File: src/rtl/yuv_capture_ctrl_if.sv
// Handshake bundle for yuv_capture_ctrl: software control, camera pixel bus, converter and FIFO.
// With YUV_CROP_EN defined the bundle also carries the crop-window inputs.
interface yuv_capture_ctrl_if #(
  parameter int unsigned CNT_W = 12
);
  logic                 cap_start;
  logic                 cap_busy;
  logic                 cap_done;
  logic                 cap_err;
  logic                 cam_vsync;
  logic                 pix_valid;
  logic [15:0]          pix_data;
  logic                 fifo_afull;
  logic                 rgb_wr_en;
  logic [15:0]          rgb_in;
  logic                 yuv_wr_en;
  logic [CNT_W*2-1:0]   pix_cnt;
`ifdef YUV_CROP_EN
  logic [CNT_W-1:0]     crop_x0;
  logic [CNT_W-1:0]     crop_y0;
  logic [CNT_W-1:0]     crop_w;
  logic [CNT_W-1:0]     crop_h;
`endif

  modport master (
    input  cap_start, cam_vsync, pix_valid, pix_data, fifo_afull, yuv_wr_en,
`ifdef YUV_CROP_EN
    input  crop_x0, crop_y0, crop_w, crop_h,
`endif
    output cap_busy, cap_done, cap_err, rgb_wr_en, rgb_in, pix_cnt
  );

  modport slave (
    output cap_start, cam_vsync, pix_valid, pix_data, fifo_afull, yuv_wr_en,
`ifdef YUV_CROP_EN
    output crop_x0, crop_y0, crop_w, crop_h,
`endif
    input  cap_busy, cap_done, cap_err, rgb_wr_en, rgb_in, pix_cnt
  );
endinterface

File: src/rtl/yuv_capture_ctrl.sv
// Single-frame capture sequencer between the camera pixel bus and the rgb2yuv converter.
// Optional crop window enabled by defining YUV_CROP_EN.
module yuv_capture_ctrl #(
  parameter int unsigned H_ACT    = 640,
  parameter int unsigned V_ACT    = 480,
  parameter int unsigned CNT_W    = 12,
  parameter int unsigned PEND_W   = 4,
  parameter int unsigned DRAIN_TO = 64
) (
  input  logic                sys_clk,
  input  logic                sys_rst,
  yuv_capture_ctrl_if.master  cap_if
);
  localparam int unsigned PC_W = 2 * CNT_W;
  localparam int unsigned TO_W = (DRAIN_TO > 1) ? $clog2(DRAIN_TO) : 1;

  typedef enum logic [1:0] {IDLE, ARM, CAPT, DRAIN} state_e;

  state_e            state_q, state_d;
  logic              vsync_q;
  logic [CNT_W-1:0]  h_cnt_q, h_cnt_d;
  logic [CNT_W-1:0]  v_cnt_q, v_cnt_d;
  logic [PEND_W-1:0] pend_q, pend_d;
  logic [TO_W-1:0]   to_q, to_d;
  logic [PC_W-1:0]   pix_cnt_q, pix_cnt_d;
  logic              err_q, err_d;
  logic              wr_q, wr_d;
  logic [15:0]       rgb_q, rgb_d;
  logic              done;
  logic              vs_rise;
  logic              in_win;

  assign vs_rise = cap_if.cam_vsync & ~vsync_q;

`ifdef YUV_CROP_EN
  logic [CNT_W-1:0] crop_x0_q, crop_y0_q, crop_w_q, crop_h_q;
  logic [CNT_W:0]   x_end, y_end;

  always_ff @(posedge sys_clk or posedge sys_rst) begin
    if (sys_rst) begin
      crop_x0_q <= '0;
      crop_y0_q <= '0;
      crop_w_q  <= '0;
      crop_h_q  <= '0;
    end else if (state_q == IDLE && cap_if.cap_start) begin
      crop_x0_q <= cap_if.crop_x0;
      crop_y0_q <= cap_if.crop_y0;
      crop_w_q  <= cap_if.crop_w;
      crop_h_q  <= cap_if.crop_h;
    end
  end

  // One extra bit so origin+size never wraps back into the window.
  assign x_end  = {1'b0, crop_x0_q} + {1'b0, crop_w_q};
  assign y_end  = {1'b0, crop_y0_q} + {1'b0, crop_h_q};
  assign in_win = ({1'b0, h_cnt_q} >= {1'b0, crop_x0_q}) && ({1'b0, h_cnt_q} < x_end) &&
                  ({1'b0, v_cnt_q} >= {1'b0, crop_y0_q}) && ({1'b0, v_cnt_q} < y_end);
`else
  assign in_win = 1'b1;
`endif

  always_comb begin
    state_d   = state_q;
    h_cnt_d   = h_cnt_q;
    v_cnt_d   = v_cnt_q;
    pend_d    = pend_q;
    to_d      = '0;
    pix_cnt_d = pix_cnt_q;
    err_d     = err_q;
    wr_d      = 1'b0;
    rgb_d     = rgb_q;
    done      = 1'b0;

    unique case ({wr_q, cap_if.yuv_wr_en})
      2'b10: if (pend_q == '1) err_d = 1'b1; else pend_d = pend_q + PEND_W'(1);
      2'b01: if (pend_q == '0) err_d = 1'b1; else pend_d = pend_q - PEND_W'(1);
      default: ;
    endcase

    unique case (state_q)
      IDLE: begin
        if (cap_if.cap_start) begin
          state_d   = ARM;
          err_d     = 1'b0;
          pix_cnt_d = '0;
          h_cnt_d   = '0;
          v_cnt_d   = '0;
          pend_d    = '0;
        end
      end
      ARM: begin
        if (vs_rise) state_d = CAPT;
      end
      CAPT: begin
        if (vs_rise) begin
          err_d   = 1'b1;
          state_d = DRAIN;
        end else if (cap_if.pix_valid) begin
          if (in_win) begin
            if (cap_if.fifo_afull) begin
              err_d = 1'b1;
            end else begin
              wr_d  = 1'b1;
              rgb_d = cap_if.pix_data;
              if (pix_cnt_q != '1) pix_cnt_d = pix_cnt_q + PC_W'(1);
            end
          end
          if (h_cnt_q == CNT_W'(H_ACT - 1)) begin
            h_cnt_d = '0;
            if (v_cnt_q == CNT_W'(V_ACT - 1)) begin
              v_cnt_d = '0;
              state_d = DRAIN;
            end else begin
              v_cnt_d = v_cnt_q + CNT_W'(1);
            end
          end else begin
            h_cnt_d = h_cnt_q + CNT_W'(1);
          end
        end
      end
      DRAIN: begin
        to_d = to_q + TO_W'(1);
        // A write still in its output register counts as pending.
        if (pend_q == '0 && !wr_q) begin
          done    = 1'b1;
          state_d = IDLE;
        end else if (to_q == TO_W'(DRAIN_TO - 1)) begin
          done    = 1'b1;
          err_d   = 1'b1;
          state_d = IDLE;
        end
      end
      default: state_d = IDLE;
    endcase
  end

  always_ff @(posedge sys_clk or posedge sys_rst) begin
    if (sys_rst) begin
      state_q   <= IDLE;
      vsync_q   <= 1'b0;
      h_cnt_q   <= '0;
      v_cnt_q   <= '0;
      pend_q    <= '0;
      to_q      <= '0;
      pix_cnt_q <= '0;
      err_q     <= 1'b0;
      wr_q      <= 1'b0;
      rgb_q     <= '0;
    end else begin
      state_q   <= state_d;
      vsync_q   <= cap_if.cam_vsync;
      h_cnt_q   <= h_cnt_d;
      v_cnt_q   <= v_cnt_d;
      pend_q    <= pend_d;
      to_q      <= to_d;
      pix_cnt_q <= pix_cnt_d;
      err_q     <= err_d;
      wr_q      <= wr_d;
      rgb_q     <= rgb_d;
    end
  end

  assign cap_if.cap_busy  = (state_q != IDLE);
  assign cap_if.cap_done  = done;
  assign cap_if.cap_err   = err_q;
  assign cap_if.rgb_wr_en = wr_q;
  assign cap_if.rgb_in    = rgb_q;
  assign cap_if.pix_cnt   = pix_cnt_q;
endmodule

File: src/flat_wrapper.sv
// flat-port wrapper written by rule: the top's interface ports become plain ports
module yuv_capture_ctrl_flat 
#(
  parameter int unsigned H_ACT    = 640,
  parameter int unsigned V_ACT    = 480,
  parameter int unsigned CNT_W    = 12,
  parameter int unsigned PEND_W   = 4,
  parameter int unsigned DRAIN_TO = 64
)
  (sys_clk, sys_rst, cap_if_cap_start, cap_if_cam_vsync, cap_if_pix_valid, cap_if_pix_data, cap_if_fifo_afull, cap_if_yuv_wr_en, cap_if_cap_busy, cap_if_cap_done, cap_if_cap_err, cap_if_rgb_wr_en, cap_if_rgb_in, cap_if_pix_cnt);
  yuv_capture_ctrl_if #(.CNT_W(CNT_W)) cap_if_i ();
  input  logic sys_clk;
  input  logic sys_rst;
  input wire logic [$bits(cap_if_i.cap_start)-1:0] cap_if_cap_start;
  input wire logic [$bits(cap_if_i.cam_vsync)-1:0] cap_if_cam_vsync;
  input wire logic [$bits(cap_if_i.pix_valid)-1:0] cap_if_pix_valid;
  input wire logic [$bits(cap_if_i.pix_data)-1:0] cap_if_pix_data;
  input wire logic [$bits(cap_if_i.fifo_afull)-1:0] cap_if_fifo_afull;
  input wire logic [$bits(cap_if_i.yuv_wr_en)-1:0] cap_if_yuv_wr_en;
  output wire logic [$bits(cap_if_i.cap_busy)-1:0] cap_if_cap_busy;
  output wire logic [$bits(cap_if_i.cap_done)-1:0] cap_if_cap_done;
  output wire logic [$bits(cap_if_i.cap_err)-1:0] cap_if_cap_err;
  output wire logic [$bits(cap_if_i.rgb_wr_en)-1:0] cap_if_rgb_wr_en;
  output wire logic [$bits(cap_if_i.rgb_in)-1:0] cap_if_rgb_in;
  output wire logic [$bits(cap_if_i.pix_cnt)-1:0] cap_if_pix_cnt;
  assign cap_if_i.cap_start = cap_if_cap_start;
  assign cap_if_i.cam_vsync = cap_if_cam_vsync;
  assign cap_if_i.pix_valid = cap_if_pix_valid;
  assign cap_if_i.pix_data = cap_if_pix_data;
  assign cap_if_i.fifo_afull = cap_if_fifo_afull;
  assign cap_if_i.yuv_wr_en = cap_if_yuv_wr_en;
  assign cap_if_cap_busy = cap_if_i.cap_busy;
  assign cap_if_cap_done = cap_if_i.cap_done;
  assign cap_if_cap_err = cap_if_i.cap_err;
  assign cap_if_rgb_wr_en = cap_if_i.rgb_wr_en;
  assign cap_if_rgb_in = cap_if_i.rgb_in;
  assign cap_if_pix_cnt = cap_if_i.pix_cnt;
  yuv_capture_ctrl #(.H_ACT(H_ACT), .V_ACT(V_ACT), .CNT_W(CNT_W), .PEND_W(PEND_W), .DRAIN_TO(DRAIN_TO)) u_core (.sys_clk(sys_clk), .sys_rst(sys_rst), .cap_if(cap_if_i));
endmodule
File: config.mk
export PLATFORM = sky130hd
export DESIGN_NAME = yuv_capture_ctrl_flat
export DESIGN_NICKNAME = d
export VERILOG_FILES = /design/src/rtl/yuv_capture_ctrl_if.sv /design/src/rtl/yuv_capture_ctrl.sv /design/src/flat_wrapper.sv
export SDC_FILE = /design/constraint.sdc
export NUM_CORES = 1
export LEC_CHECK = 0
export CAP_MARGIN = 15
export CORE_MARGIN = 2
export CORE_UTILIZATION = 30
export DETAILED_ROUTE_END_ITERATION = 8
export SLEW_MARGIN = 15
export SYNTH_ARGS = -nofsm -noshare
export SYNTH_HDL_FRONTEND = slang
export SYNTH_SLANG_ARGS = --single-unit
File: constraint.sdc
create_clock -name sys_clk -period 2.48 [get_ports sys_clk]
set_input_delay 0.496 -clock sys_clk [delete_from_list [all_inputs] [get_ports sys_clk]]
set_output_delay 0.496 -clock sys_clk [all_outputs]
set_load 0.02 [all_outputs]
==> results of run 1 <==
-- layer usage --
| metal | up-vias | part of all wire, % |
|---|---|---|
| met5 | - | 0 |
| met4 | 0 | 1.4 |
| met3 | 12 | 3.4 |
| met2 | 60 | 49 |
| met1 | 1964 | 46 |
| li1 | 2018 | - |
-- layout by cell type (no fill, tap or decap), types with 3 or more instances in the layout --
cell type / instances
o31ai_1: 14
nand2b_1: 10
xnor2_1: 11
and2_1: 9
and4_1: 3
dfrtp_1: 78
nor2b_1: 4
or4_1: 18
o31a_1: 3
a22o_1: 3
o21ai_0: 27
nand3_1: 27
nor2_1: 25
nor4_1: 14
a21oi_1: 30
buf_12: 3
a21o_1: 3
o211ai_1: 5
and3_1: 7
buf_4: 49
inv_1: 14
mux2i_1: 5
clkdlybuf4s50_1: 65
nor3_1: 3
clkbuf_16: 9
or3_1: 7
nand2_1: 89
nand4_1: 10
ha_1: 10
-- sequential cells by signal (all words and copies together) (netlist names) --
signal,flops
u_core.pend_q,4
u_core.cap_if.cap_err,1
u_core.cap_if.pix_cnt,24
u_core.vsync_q,1
u_core.cap_if.rgb_in,16
u_core.v_cnt_q,12
u_core.to_q,6
u_core.state_q,2
u_core.cap_if.rgb_wr_en,1
u_core.h_cnt_q,12
-- synth_stat cells (all sizes together) (11+ instances only) --
cell type	number
a21oi	30
clkbuf	18
dfrtp	79
ha	12
inv	16
nand2	90
nand3	28
nor2	25
nor4	14
o21ai	28
o31ai	15
or4	21
xnor2	11
-- critical path, stage by stage, from the launching register on --
cell,delay (ps)
dfrtp_2,410
ha_2,210
nand2_1,110
or4_4,530
or4_4,520
buf_4,150
o41ai_1,310
-- timing repair --
| item | 4_1_cts | 5_1_grt |
|---|---|---|
| resized for setup | 5 | 7 |
| buffers inserted | 0 | 0 |
| endpoints found under the setup margin | 4 | 18 |
| hold buffers | 0 | 0 |
-- stage by stage --
| stage | hold WS (ps) | instances | total power, mW | setup TNS [ps] | util (%) |
|---|---|---|---|---|---|
| 3_5_place_dp | 464.7 | 777 | 4.066 | -1205 | 38.96 |
| 2_1_floorplan | 431.6 | 497 | 3.003 | 0 | - |
| 3_3_place_gp | 444.3 | 777 | 4.009 | -584.6 | 38.96 |
| 6_report | 473.8 | 793 | 5.299 | 0 | 40.96 |
| 4_1_cts | 473.7 | 793 | 5.349 | 0 | 40.91 |
| 5_1_grt | 500.6 | 793 | 5.652 | 0 | 40.96 |
-- area by class of cell --
class / instances / area (µm²)
fillers: 1419 / 8516
multi-input cells: 379 / 2271
flip-flops and latches: 79 / 1978
repair buffers: 118 / 1084
clock buffers: 13 / 260.3
well taps: 184 / 230.2
inverters: 17 / 67.56
clock inverters: 3 / 17.52
-- cells by family (layout without fill, tap and decap cells) --
logic type                 count (synthesis)  in the layout  synth area share, %
and+or+nand+nor                          242            242                28.63
AOI/OAI and AO/OA                        106            106                15.33
DFF                                       79             79                45.01
buffers and inverters                     39            151                3.618
xor gates and xnor gates                  13             13                2.593
adders and majority gates                 12             12                3.419
muxes                                      6              6                1.396
-- how the worst max path moves through the flow --
stage | startpoint | to
floorplan | u_core.cap_if.pix_cnt[0] | u_core.cap_if.pix_cnt[18]
global placement | cap_if_cam_vsync | u_core.cap_if.pix_cnt[14]
detailed placement | cap_if_cam_vsync | u_core.cap_if.pix_cnt[18]
CTS | u_core.pend_q[0] | cap_if_cap_done
global route | u_core.cap_if.pix_cnt[1] | u_core.cap_if.pix_cnt[18]
finish | u_core.cap_if.pix_cnt[1] | u_core.cap_if.pix_cnt[18]
-- power by group --
group / leakage, nW / switching [mW] / internal (mW) / total, mW
combinational: 1.27 / 1.28 / 1.04 / 2.33
clock: 0.136 / 0.528 / 0.730 / 1.26
sequential: 1.07 / 0.177 / 1.54 / 1.72
==> results.md, run 1 <==
- I/O Buffers: 66
- R2R setup slack: 130 ps
- Critical path class: reg2reg
- Clock skew: 6.101 ps
- Grt met2 use: 24.90%
- Net Count, Synth: 532
- Power Density: 897.0 nW/µm²
- Worst hold path class: reg2reg
- Tcrit/Tclk final: 94.71%
- RSZ-0062 raised after global routing: no
- # DRC: 0
- Yosys top cell by area: dfrtp_1
- Critical Path RT: 2720 ps
- Most Crowded Layer GR: met2
- Synth area leaders: dfrtp_1, nand2_1, a21oi_1
- Achievable clock frequency: 425.8 MHz
- Core footprint: 14,420 µm²
- Routed Antenna Nets: 0
- Clk_lat worst skew: 340 ps
- Count of pins over their slew limit: 0
- Standard-cell rows: 44
- GR Util met3: 2.781%
- Ant diodes: 0
- CP Capture Type: flop
- Yosys top cell area share: 45.01%
- Hpwl dp: 8404 µm
- Crit-path max FO: 5
- Worst hold stages: 1
- Crit path DAT: 2590 ps
- Final WL: 11,250 µm
- DR pass1 iterations: 4
- Distinct cells, synth: 59
- Max Cap Viol: 0
- Reg2reg end: u_core.cap_if.pix_cnt[18]
- Yosys warns: 0
- EDFF count, synth: 0
- Reg2Reg Depth: 6
- Final setup viols: 0
- Initial antenna violation count: 0
- Async SR Flop Fraction: 100.0%
- Die X-Extent: 125.0 µm
- Final WS setup: 131.3 ps
- Root buf cell: clkbuf_16
- Clock Sinks: 79
- Vias per inst: 5.112
- Die area: 15,620 µm²
- Via count: 4,054
- I/O Pins: 67
- Post-synthesis sequential area ratio: 45.01%
- Num CTS Buffers: 9
- Clock buffer depth: 2
- Area delta synth->final: 34.53%
- Min-delay src: u_core.to_q[0]
- Number of synthesized register bits: 79
- First DRT Iteration DRCs: 284
- Die Y: 125.0 µm
- Static leakage: 2.475 nW
- Initial core utilization: 30.45%
- H-tree depth: 3
- Critical path startpoint category: flop
- Pin count of the biggest net entering global routing: 23
- Gpl congestion: 0.8121
- Status: completed
- Post-Syn Area: 4392 µm²
- Met1 GRT Util: 19.45%
- Final critical-path required period: 2349 ps
- Share of layout cells above drive strength 1: 13.96%
- Clock Pin Slew Worst Setup and Hold Paths: 60 ps
- Gr ovfl total: 0
- Vias in the first global route: 3,992
- Nets: 639
- Hold Vio Cnt, Final: 0
- Wirelength per Cell: 14.18 µm
- Syn Inst Count: 497
- Total GRT Usage: 15.06%
- RR Startpoint: u_core.cap_if.pix_cnt[1]
- VDD IR max: 409.4 µV
- Setup WS pre-CTS: -116.8 ps
- Post-route cell area: 5908 µm²
- Hold-critical path endpoint: u_core.to_q[0]
- CTS tree: done
- Synth Area per Inst: 8.836 µm²
- Worst slew margin: 59.98%
- First-pass GRT wire length: 19,360 µm
- Area post-placement: 5619 µm²
- Ys flop type: dfrtp_1
- Actual slew at the worst max-slew pin: 599.0 ps
(Power assumes the default switching activity.)
==> inputs of run 2 (changes only) <==
CTS_CLUSTER_SIZE = 16   (was default)
==> results of run 2 <==
Same layout as run 1: the final DEF is identical, and so are final timing and power.
